## src/rtl/run_detect_sequencer.sv

```systemverilog
// Sequencer that clears a run-of-four detector, shifts a test pattern into it bit by bit,
// and gathers the detector's z output into a per-bit hit map and a saturating hit count.
module run_detect_sequencer #(
    parameter int unsigned PAT_W  = 16,
    parameter int unsigned HOLD_W = 8,
    parameter int unsigned CNT_W  = 5
) (
    input  logic              clock,
    input  logic              reset,
    input  logic              start,
    input  logic [PAT_W-1:0]  pattern,
    input  logic [4:0]        len,
    input  logic [HOLD_W-1:0] hold,
    input  logic              det_z,
    output logic              det_w,
    output logic              det_rst_n,
    output logic              busy,
    output logic              done,
    output logic [CNT_W-1:0]  hit_count,
    output logic [PAT_W-1:0]  hit_map
);

    localparam int unsigned IDX_W = $clog2(PAT_W);
    localparam int unsigned LEN_W = $clog2(PAT_W + 1);

    typedef enum logic [1:0] {StIdle, StClear, StShift, StDone} state_e;

    state_e            state_q, state_d;
    logic [PAT_W-1:0]  pat_q, pat_d;
    logic [LEN_W-1:0]  len_q, len_d;
    logic [HOLD_W-1:0] hold_q, hold_d;
    logic [IDX_W-1:0]  idx_q, idx_d;
    logic [HOLD_W-1:0] k_q, k_d;
    logic              clr_q, clr_d;
    logic              det_w_d, det_rst_n_d, busy_d, done_d;
    logic [CNT_W-1:0]  hit_count_d;
    logic [PAT_W-1:0]  hit_map_d;

    always_comb begin
        state_d     = state_q;
        pat_d       = pat_q;
        len_d       = len_q;
        hold_d      = hold_q;
        idx_d       = idx_q;
        k_d         = k_q;
        clr_d       = clr_q;
        hit_count_d = hit_count;
        hit_map_d   = hit_map;

        unique case (state_q)
            StIdle: begin
                if (start) begin
                    pat_d       = pattern;
                    len_d       = (32'(len) > PAT_W) ? LEN_W'(PAT_W) : LEN_W'(len);
                    hold_d      = (hold < HOLD_W'(3)) ? HOLD_W'(3) : hold;
                    hit_count_d = '0;
                    hit_map_d   = '0;
                    idx_d       = '0;
                    k_d         = '0;
                    clr_d       = 1'b0;
                    state_d     = StClear;
                end
            end
            StClear: begin
                // Second cycle also flushes the detector's stale registered z
                if (clr_q) begin
                    clr_d   = 1'b0;
                    state_d = (len_q != '0) ? StShift : StDone;
                end else begin
                    clr_d = 1'b1;
                end
            end
            StShift: begin
                if (k_q == hold_q - HOLD_W'(1)) begin
                    k_d = '0;
                    if (det_z) begin
                        hit_map_d[idx_q] = 1'b1;
                        if (hit_count != '1) begin
                            hit_count_d = hit_count + CNT_W'(1);
                        end
                    end
                    if (LEN_W'(idx_q) + LEN_W'(1) == len_q) begin
                        state_d = StDone;
                    end else begin
                        idx_d = idx_q + IDX_W'(1);
                    end
                end else begin
                    k_d = k_q + HOLD_W'(1);
                end
            end
            StDone: begin
                state_d = StIdle;
            end
            default: begin
                state_d = StIdle;
            end
        endcase

        // Outputs are registered, so they are decoded from the next state
        det_rst_n_d = (state_d != StClear);
        busy_d      = (state_d == StClear) || (state_d == StShift);
        done_d      = (state_d == StDone);
        det_w_d     = (state_d == StShift) && pat_d[idx_d];
    end

    always_ff @(posedge clock or posedge reset) begin
        if (reset) begin
            state_q   <= StIdle;
            pat_q     <= '0;
            len_q     <= '0;
            hold_q    <= '0;
            idx_q     <= '0;
            k_q       <= '0;
            clr_q     <= 1'b0;
            det_w     <= 1'b0;
            det_rst_n <= 1'b0;
            busy      <= 1'b0;
            done      <= 1'b0;
            hit_count <= '0;
            hit_map   <= '0;
        end else begin
            state_q   <= state_d;
            pat_q     <= pat_d;
            len_q     <= len_d;
            hold_q    <= hold_d;
            idx_q     <= idx_d;
            k_q       <= k_d;
            clr_q     <= clr_d;
            det_w     <= det_w_d;
            det_rst_n <= det_rst_n_d;
            busy      <= busy_d;
            done      <= done_d;
            hit_count <= hit_count_d;
            hit_map   <= hit_map_d;
        end
    end

endmodule
```

## config.mk

```make
export PLATFORM = sky130hd
export DESIGN_NAME = run_detect_sequencer
export DESIGN_NICKNAME = d
export VERILOG_FILES = /design/src/rtl/run_detect_sequencer.sv
export SDC_FILE = /design/constraint.sdc
export NUM_CORES = 1
export LEC_CHECK = 0
export BUFFER_PORTS_ARGS = -buffer_cell sky130_fd_sc_hd__buf_4
export CORE_MARGIN = 3
export CORE_UTILIZATION = 40
export CTS_BUF_LIST = sky130_fd_sc_hd__clkbuf_16
export DETAILED_ROUTE_END_ITERATION = 7
export HOLD_SLACK_MARGIN = 0.03
export PLACE_DENSITY = 0.58
export SLEW_MARGIN = 20
export SYNTH_ARGS = -nofsm -noshare
export SYNTH_HDL_FRONTEND = slang
export SYNTH_SLANG_ARGS = --single-unit
```

## constraint.sdc

```tcl
create_clock -name clock -period 3.5 [get_ports clock]
set_clock_uncertainty 0.2 [all_clocks]
set_input_delay 0.175 -clock clock [delete_from_list [all_inputs] [get_ports clock]]
set_output_delay 0.175 -clock clock [all_outputs]
set_load 0.005 [all_outputs]
```

==> results of run 1 <==
[power groups by stage]
stage | clock, W | sequential [W] | combinational [W]
after floorplan | 0 | 0.00120 | 0.000982
after global placement | 0 | 0.00129 | 0.00125
after detailed placement | 0 | 0.00129 | 0.00126
after CTS | 0.000876 | 0.00128 | 0.00129
after global routing | 0.000910 | 0.00132 | 0.00146
final | 0.000859 | 0.00128 | 0.00130
[critical path, delay by kind of cell, from the launching register on]
family | cells | cell delay, ns
adders and majority gates | 1 | 0.27
DFF | 1 | 0.45
AOI/OAI and AO/OA | 6 | 1.46
muxes | 1 | 0.14
buffers and inverters | 2 | 0.29
and+or+nand+nor | 3 | 0.37
[final cells by class]
| class | instances | share of cell area |
|---|---|---|
| inverter | 19 | 0.01496 |
| sequential | 69 | 0.3623 |
| clock buffer | 9 | 0.04726 |
| tap | 105 | 0.02757 |
| timing repair buffer | 98 | 0.1735 |
| clock inverter | 6 | 0.01155 |
| multi-input combinational | 230 | 0.3628 |
[sequential cells by signal (all words and copies together) (netlist names)]
name       cells
det_rst_n      1
done           1
hold_q         8
hit_count      5
len_q          5
pat_q         16
state_q        2
idx_q          4
det_w          1
clr_q          1
busy           1
k_q            8
hit_map       16
[worst max path at each step]
| stage | to | depth (start not counted) |
|---|---|---|
| 3_5_place_dp | det_w$_DFF_PP0_ | 13 |
| 3_3_place_gp | det_w$_DFF_PP0_ | 12 |
| 6_report | det_w$_DFF_PP0_ | 13 |
| 4_1_cts | det_w$_DFF_PP0_ | 13 |
| 5_1_grt | det_w$_DFF_PP0_ | 15 |
| 2_1_floorplan | det_w$_DFF_PP0_ | 15 |
[stage by stage]
step / cells / worst slack [ns] / cell area, um^2 / TNS, ns
final: 536 / 0.2033 / 4766 / 0
after global routing: 536 / -0.001240 / 4766 / -0.001240
after CTS: 534 / 0.1672 / 4732 / 0
after detailed placement: 489 / 0.2033 / 4151 / 0
after global placement: 489 / 0.3557 / 4151 / 0
after floorplan: 335 / 0.4522 / 3583 / 0
[routing by layer]
layer	part of all wire	track usage	up-vias	routed length, um
li1	-	-	1366	-
met1	0.47	0.2155	1330	3718
met2	0.46	0.2744	66	3652
met3	0.050	0.04429	11	393
met4	0.013	0.05803	0	105
met5	0	0	-	0
[what timing repair did]
item | in CTS | in global routing
hold buffers | 30 | 0
resized for setup | 0 | 5
setup endpoints to repair | 0 | 1
hold endpoints to repair | 98 | 0
buffers inserted | 0 | 2
[logic make-up after synthesis]
| group | synth area share |
|---|---|
| AOI/OAI and AO/OA | 0.1316 |
| xor gates and xnor gates | 0.04399 |
| adders and majority gates | 0.03841 |
| buffers and inverters | 0.04155 |
| DFF | 0.4818 |
| muxes | 0.1173 |
| and+or+nand+nor | 0.1453 |
[synthesized netlist by cell type (2+ instances only)]
| library cell | n |
|---|---|
| o21bai_1 | 3 |
| dfrtp_1 | 69 |
| o21ai_0 | 19 |
| o31ai_1 | 3 |
| ha_1 | 11 |
| nand3_1 | 11 |
| nand3b_1 | 4 |
| buf_2 | 5 |
| nand2_1 | 16 |
| clkbuf_1 | 10 |
| nor4_4 | 2 |
| nor3b_1 | 2 |
| nor3_1 | 4 |
| mux2_2 | 24 |
| xnor2_1 | 8 |
| nand4_1 | 3 |
| mux2i_1 | 15 |
| xor2_1 | 10 |
| nand2b_1 | 4 |
| inv_1 | 19 |
| and2_1 | 2 |
| a31oi_1 | 17 |
| nor2_1 | 34 |
| a21oi_1 | 4 |
| nor2b_1 | 6 |
| and3_1 | 5 |
==> reports/results.tsv, run 1 <==
metric	value	unit
status	finished, final reports clean	
cts.sinks	69	
switching_share	0.3550	
cp-startpoint	hold_q[0]$_DFFE_PP0P_	
ys_ff_latch	69	
place.detailed.hpwl	5279	um
ant_nets	0	
fin_crit_sh	0.9419	
yosysSeqAreaShare	0.4818	
synthToLayoutAreaGrowth	33.00	%
slew_headroom	0.4077	
core_area	0.008464	mm^2
multi_input_area	0.001729	mm^2
gr-total-overflow	0	
p_leak	2.277	nW
synth_cell_types	51	
syn_nets	379	
synth_edf_count	0	
synth_top_area_cell	dfrtp_1	
die_x	100.7	um
rows	33	
diodes	0	
cts-root-buf	clkbuf_16	
max_stage_delay	0.49	ns
tritoncts	yes	
drt_iter0_drc	69	
slew_violations	0	
finalPower	0.003433	W
power_frac_clock	0.250	
netlist.area_leader.share	0.4818	
synth_flop_cell	dfrtp_1	
async_reset_ff_frac	1.000	
worst_pin_slew	0.8875	ns
syn_area	0.003583	mm^2
hold_ws	0.05310	ns
layout_commonest_cell	dfrtp_1	
setup_viol	0	
final_cell_mix	dfrtp_1, buf_4, nor2_1	
numPortBuffers	57	
crit_slowest_cell	a2111oi_4	
gp_congestion	0.8331	
ys_top_cells_by_area	dfrtp_1, mux2_2, mux2i_1	
drive_above_1_share	0.2854	
grt_pass1_wl	13510	um
worstSetupPathType	reg2reg	
hold_viol_final	0	
synth_warnings	0	
num_vias	2773	
cts.path.max_buffers	2	
worstPathRequired	3.50	ns
htree_levels	3	
antenna_found_initial	0	
synthCells	335	
die_area	0.01013	mm^2
vias_per_cell	5.174	
r2r_start	hold_q[0]$_DFFE_PP0P_	
power_frac_seq	0.372	
clk_latency	0.33	ns
cp.arrival	3.30	ns
vdd_drop_max	0.0003909	V
routed_wl	7870	um
clock.fmax	0.3033	GHz
initial_utilization	0.4234	
fin_nets	471	
path_clk_slew	0.06	ns
r2r-end	det_w$_DFF_PP0_	
final-seq-area	0.001727	mm^2
regToRegSetupSlack	0.20	ns
end_kind	register	
worstHoldPathType	in2reg	
ff2ff_path_depth	13	
die_h	100.7	um
drc_errors	0	
min_from	start	
worstPathCellList	inv_1, ha_2, nand2_1, mux2i_1, a21oi_1, a2111oi_4, buf_4, nand2_2, o211a_1, a211o_2, and3_1, a32oi_2, o41ai_2	
track_usage	0.1680	
nFillCells	743	
powerDensity	720.4	mW/mm^2
power_switching	0.001219	W
worst-path-max-fanout	8	
hold_end	clr_q$_DFFE_PP0P_	
startpoint_type	register	
firstDrtPassIters	4	
io_pins	58	
pwr-share-comb	0.378	
finalCriticalPeriod	3.297	ns
utilization	0.5630	
cts_buffers	9	
internal-power	0.002214	W
min_path_cells	4	
grt_max_degree	70	
wire_per_inst	14.68	um
max_cap_violations	0	
avgSynthCellArea	10.70	um^2
grt_pass1_vias	2928	
Note: power is estimated with default switching activity, not from simulation.
==> inputs of run 2 (changes only) <==
Settings changed: REMOVE_ABC_BUFFERS set to 1.
==> run 2 against run 1 <==
Compared with the run above:
- non-clock buffer count is the same
- worst setup slack worse by 0.017 ns
- register-to-register slack got worse by 0.02 ns
- via count increased by 0.47%
- critical path depth is 1 higher
- largest cell class unchanged
- sequential share of layout area fell by 0.14 points
- total power rose by 1.5%
- clock power up 9.0%
- count of clock-buffer cells in the layout unchanged
- maximum frequency decreased by 0.51%
- cell count grew 0.19%
- die area is the same
==> reports/results.tsv, run 2 (synthesis gave the netlist of run 1 again) <==
metric	value	unit	change
worstPathCellList	inv_1, ha_1, nand2_1, mux2i_1, a21oi_1, a2111oi_4, buf_4, nand3_1, a221oi_2, buf_4, mux2i_1, nand2_1, a21boi_0, o41ai_2		
max_cap_violations	0		unchanged
startpoint_type	register		
fin_nets	471		unchanged
powerDensity	728.4	mW/mm^2	+1.1%
slew_headroom	0.3682		-0.03946
final_cell_mix	dfrtp_1, buf_4, nor2_1		
die_x	100.7	um	unchanged
worst_pin_slew	0.9463	ns	+0.05876 ns
crit_slowest_cell	dfrtp_1		
die_h	100.7	um	unchanged
worstHoldPathType	in2reg		
slew_violations	0		unchanged
place.detailed.hpwl	5365	um	+1.6%
min_path_cells	4		unchanged
wire_per_inst	14.75	um	+0.47%
status	finished, final reports clean		
htree_levels	3		unchanged
worst-path-max-fanout	9		+1
core_area	0.008464	mm^2	unchanged
ff2ff_path_depth	14		+1
layout_commonest_cell	dfrtp_1		
vias_per_cell	5.188		+0.28%
path_clk_slew	0.05	ns	about the same
ant_nets	0		unchanged
antenna_found_initial	0		unchanged
finalNonFillerCells	537		+0.19%
die_area	0.01013	mm^2	unchanged
hold_viol_final	0		unchanged
firstDrtPassIters	4		unchanged
routed_wl	7922	um	+0.66%
gp_congestion	0.7770		-6.7%
drive_above_1_share	0.2755		-0.009920
numPortBuffers	57		unchanged
regToRegSetupSlack	0.19	ns	-0.02 ns
power_switching	0.001211	W	-0.62%
clk_latency	0.33	ns	about the same
cts_buffers	9		unchanged
tritoncts	yes		
worstPathRequired	3.50	ns	about the same
track_usage	0.1663		-0.001728
power_frac_clock	0.269		+0.019
r2r_start	hold_q[0]$_DFFE_PP0P_		
switching_share	0.3476		-0.007423
initial_utilization	0.4234		unchanged
clock.fmax	0.3018	GHz	-0.51%
pwr-share-comb	0.367		-0.011
end_kind	register		
synthToLayoutAreaGrowth	33.52	%	
drc_errors	0		unchanged
internal-power	0.002274	W	+2.7%
num_vias	2786		+0.47%
grt_pass1_vias	2846		-2.8%
hold_end	clr_q$_DFFE_PP0P_		
finalCriticalPeriod	3.314	ns	+0.01690 ns
power_frac_seq	0.364		-0.008
r2r-end	det_w$_DFF_PP0_		
worstSetupPathType	reg2reg		
grt_pass1_wl	13600	um	+0.66%
rows	33		unchanged
setup_viol	0		unchanged
fin_crit_sh	0.9467		+0.004829
drt_iter0_drc	159		+130%
gr-total-overflow	0		unchanged
io_pins	58		unchanged
utilization	0.5653		+0.002217
cts.sinks	69		unchanged
cts-root-buf	clkbuf_16		
cts.path.max_buffers	2		unchanged
p_leak	2.284	nW	+0.30%
dpl.cell_count	487		-0.41%
diodes	0		unchanged
max_stage_delay	0.44	ns	-0.05 ns
min_from	start		
cp.arrival	3.31	ns	about the same
vdd_drop_max	0.0003555	V	-9.0%
grt_max_degree	54		-23%
hold_ws	0.06748	ns	+0.01438 ns
largestRegisters	hit_map x16, pat_q x16		
[run 2: changes by cell type in the layout (fill, tap and decap cells not counted), sizes merged]
cell	delta
dlygate4sd3	+3
bufinv	+1
clkinv	-3
inv	+3
buf	-3
[run 2: how the worst max path moves through the flow]
stage	endpoint	slack, ns	cells past startpoint	startpoint
after floorplan	det_w$_DFF_PP0_	-0.05	6	state_q[1]$_DFF_PP0_
after global placement	det_w$_DFF_PP0_	0.21	14	hold_q[0]$_DFFE_PP0P_
after detailed placement	det_w$_DFF_PP0_	0.15	14	hold_q[0]$_DFFE_PP0P_
after CTS	det_w$_DFF_PP0_	0.14	14	hold_q[0]$_DFFE_PP0P_
after global routing	det_w$_DFF_PP0_	-0.02	14	hold_q[0]$_DFFE_PP0P_
final	det_w$_DFF_PP0_	0.19	14	hold_q[0]$_DFFE_PP0P_
[run 2: area by class of cell]
cell class                      count  area (um^2)
Clock inverter                      7        83.83
Timing Repair Buffer               98        818.3
Tap cell                          105        131.4
Multi-Input combinational cell    230         1728
Sequential cell                    69         1727
Clock buffer                        9        225.2
Fill cell                         742         3680
Inverter                           19        71.32
[run 2: power by group through the flow]
stage | Combinational, W | Sequential [W] | Clock [W]
2_1_floorplan | 0.000910 | 0.00123 | 0
3_3_place_gp | 0.00123 | 0.00128 | 0
3_5_place_dp | 0.00125 | 0.00129 | 0
4_1_cts | 0.00128 | 0.00127 | 0.000954
5_1_grt | 0.00144 | 0.00131 | 0.000992
6_report | 0.00128 | 0.00127 | 0.000936
[run 2: stage by stage]
stage                     cell area, um^2  worst slack (ns)  power (W)  setup TNS [ns]
after floorplan                      3506          -0.04800   0.002141        -0.04800
after global placement               4124            0.2092   0.002507               0
after detailed placement             4124            0.1535   0.002537               0
after CTS                            4763            0.1437   0.003508               0
after global routing                 4785          -0.01526   0.003744        -0.01526
final                                4785            0.1864   0.003485               0
[run 2: layer usage]
layer  track usage  vias to the layer above  wire, um
met5             0                        -         0
met4       0.04663                        0        76
met3       0.04083                        7       358
met2        0.2699                       59      3806
met1        0.2211                     1359      3681
li1              -                     1361         -
[run 2: what timing repair did]
action | 4_1_cts | 5_1_grt
gates resized for setup | 0 | 3
endpoints found under the setup margin | 0 | 1
buffers inserted | 0 | 1
hold buffers | 33 | 0
endpoints found under the hold margin | 72 | 0
[run 2: worst max-delay path: cells and delay by family (launching register included)]
kind | cells | cell delay, ns
flops | 1 | 0.44
compound gates | 5 | 1.04
simple gates | 3 | 0.28
fa+ha+maj | 1 | 0.34
mux | 2 | 0.36
buf+inv | 3 | 0.53
==> inputs of run 3 (changes only) <==
Settings changed: ABC_AREA set to 1, GPL_ROUTABILITY_DRIVEN set to 0.
==> run 3 against run 2 <==
Compared with the run above:
- global-route usage rose by 1.9 points
- die area grew 4.2%
- synthesized cell count increased by 45%
- critical path depth decreased by 1
- wire length rose by 14%
- total power up 1.9%
- count of clock-buffer cells in the layout did not move
- largest power group unchanged
- core utilization shrank 1.2 points
- sequential share of layout area down 1.0 points
==> reports/results.tsv, run 3 <==
metric	value	unit	change
synth_warnings	0		unchanged
ant_nets	0		unchanged
post-synth-top-count-cell	nand2_1		
path_clk_slew	0.06	ns	about the same
finalNonFillerCells	695		+29%
grt_pass1_wl	15460	um	+14%
slew_violations	0		unchanged
clock.fmax	0.3456	GHz	+15%
worstSetupPathType	reg2reg		
cts.sinks	69		unchanged
synthToLayoutAreaGrowth	31.45	%	
worst_slack	0.6063	ns	+0.4199 ns
yosysSeqAreaShare	0.4612		-0.02061
synth_cell_types	33		-35%
end_kind	register		
hold_viol_final	0		unchanged
initial_utilization	0.4211		-0.002303
antenna_found_initial	0		unchanged
max_cap_violations	0		unchanged
cts.path.max_buffers	2		unchanged
dpl.cell_count	644		+32%
synthCells	486		+45%
num_vias	3422		+23%
ys_ff_latch	69		unchanged
r2r_start	idx_q[0]$_DFF_PP0_		
drt_iter0_drc	125		-21%
synth_top_area_cell	dfrtp_1		
finalPower	0.003552	W	+1.9%
finalCriticalPeriod	2.894	ns	-0.4199 ns
powerDensity	721.8	mW/mm^2	-0.91%
p_leak	2.459	nW	+7.6%
cts-root-buf	clkbuf_16		
core_area	0.008891	mm^2	+5.0%
worst-path-max-fanout	9		unchanged
die_area	0.01056	mm^2	+4.2%
die_x	102.7	um	+2.1%
routed_wl	9008	um	+14%
synth_flop_cell	dfrtp_1		
r2r-end	det_w$_DFF_PP0_		
clk_latency	0.33	ns	about the same
crit_slowest_cell	dfrtp_1		
max_stage_delay	0.57	ns	+0.13 ns
synth_adder_area_share	0.03676		-0.001643
largestRegisters	hit_map x16, pat_q x16		
die_h	102.7	um	+2.1%
synth_edf_count	0		unchanged
fin_crit_sh	0.8268		-0.1200
vdd_drop_max	0.0004130	V	+16%
numPortBuffers	57		unchanged
synth_compound_area_frac	0.07320		-0.05844
rows	34		+3.0%
ys_top_cells_by_count	nand2_1, dfrtp_1, inv_1		
wire_per_inst	12.96	um	-12%
async_reset_ff_frac	1.000		unchanged
worstPathRequired	3.56	ns	+0.06 ns
synthXorXnorAreaFrac	0.02574		-0.01826
muxShareOfSynthArea	0		-0.1173
diodes	0		unchanged
rsz0062_at_grt	false		
track_usage	0.1851		+0.01883
ys_top_cells_by_area	dfrtp_1, nand2_1, nand3_1		
io_pins	58		unchanged
setup_viol	0		unchanged
slew_headroom	0.6017		+0.2335
startpoint_type	register		
ff2ff_path_depth	13		-1
htree_levels	3		unchanged
worstHoldPathType	in2async		
layout_commonest_cell	nand2_1		
fin_nets	626		+33%
cts_setup_buffers	0		unchanged
tns	0	ns	unchanged
firstDrtPassIters	4		unchanged
drc_errors	0		unchanged
netlist.area_leader.share	0.4612		-0.02061
synth_simple_gate_area_share	0.3219		+0.1766
gr-total-overflow	0		unchanged
tritoncts	yes		
synth_top_family_by_area	simple AND/OR/NAND/NOR gates		
grt_max_degree	47		-13%
syn_area	0.003744	mm^2	+4.5%
post-place-ws	0.6080	ns	+0.4545 ns
cp-startpoint	idx_q[0]$_DFF_PP0_		
vias_per_cell	4.924		-5.1%
nFillCells	836		+13%
grt_pass1_vias	3376		+19%
place.detailed.hpwl	6451	um	+20%
regToRegSetupSlack	0.61	ns	+0.42 ns
worst_pin_slew	0.5974	ns	-0.3488 ns
drive_above_1_share	0.1652		-0.1102
ctsResizeCount	0		unchanged
cp.arrival	2.95	ns	-0.36 ns
worstPathCellList	inv_2, ha_1, xnor2_1, nand3_1, nor2_1, nand2_1, nand4_4, nand2_4, o21ai_0, inv_1, nand3_1, nand2_1, nor2_1		
final_cell_mix	nand2_1, dfrtp_1, inv_1		
hold_buffers	35		+6.1%
cts_buffers	9		unchanged
status	finished, final reports clean		
avgSynthCellArea	7.703	um^2	-28%
[run 3: worst max path at each step]
stage	cells after the start	slack [ns]	end
4_1_cts	13	0.58	det_w$_DFF_PP0_
5_1_grt	13	0.29	det_w$_DFF_PP0_
3_3_place_gp	16	0.58	det_w$_DFF_PP0_
2_1_floorplan	16	0.98	det_w$_DFF_PP0_
3_5_place_dp	16	0.61	det_w$_DFF_PP0_
6_report	13	0.61	det_w$_DFF_PP0_
[run 3: worst max-delay path, delay by kind of cell, from the launching register on]
| family | cells | cell delay [ns] |
|---|---|---|
| and+or+nand+nor | 8 | 0.85 |
| DFF | 1 | 0.57 |
| AOI/OAI and AO/OA | 1 | 0.41 |
| adders and majority gates | 1 | 0.37 |
| buffers and inverters | 2 | 0.25 |
| xor gates and xnor gates | 1 | 0.16 |
[run 3: area by class of cell]
cell class	instances	area [um^2]	share of cell area
Clock buffer	9	225.2	0.04577
Clock inverter	7	57.56	0.01170
Sequential cell	69	1727	0.3509
Tap cell	108	135.1	0.02746
Multi-Input combinational cell	338	1713	0.3481
Timing Repair Buffer	96	808.3	0.1643
Inverter	68	255.2	0.05187
[run 3: through the flow]
stage	utilization	hold slack [ns]	cell area, um^2
after floorplan	-	0.08462	3695
after global placement	0.4823	0.04459	4288
after detailed placement	0.4823	0.05721	4288
after CTS	0.5535	0.2478	4921
after global routing	0.5535	0.2959	4921
final	0.5535	0.2325	4921
[run 3: cell families (layout without fill, tap and decap cells)]
logic type / count (synthesis) / after routing
flip-flops: 69 / 69
buffers and inverters: 79 / 180
adder cells (fa/ha/maj): 11 / 11
AND/OR/NAND/NOR: 264 / 264
XOR/XNOR: 11 / 11
AO/OA/AOI/OAI: 52 / 52
[run 3: metal layers]
layer / vias to the layer above / GRT usage / part of all wire
li1: 1744 / - / -
met1: 1589 / 0.2494 / 0.47
met2: 76 / 0.2999 / 0.46
met3: 13 / 0.03518 / 0.049
met4: 0 / 0.06375 / 0.016
met5: - / 0 / 0
[run 3: report_power, final]
group | internal, W | switching [W] | total [W]
sequential | 0.00105 | 0.000186 | 0.00123
clock | 0.000540 | 0.000330 | 0.000870
combinational | 0.000541 | 0.000910 | 0.00145
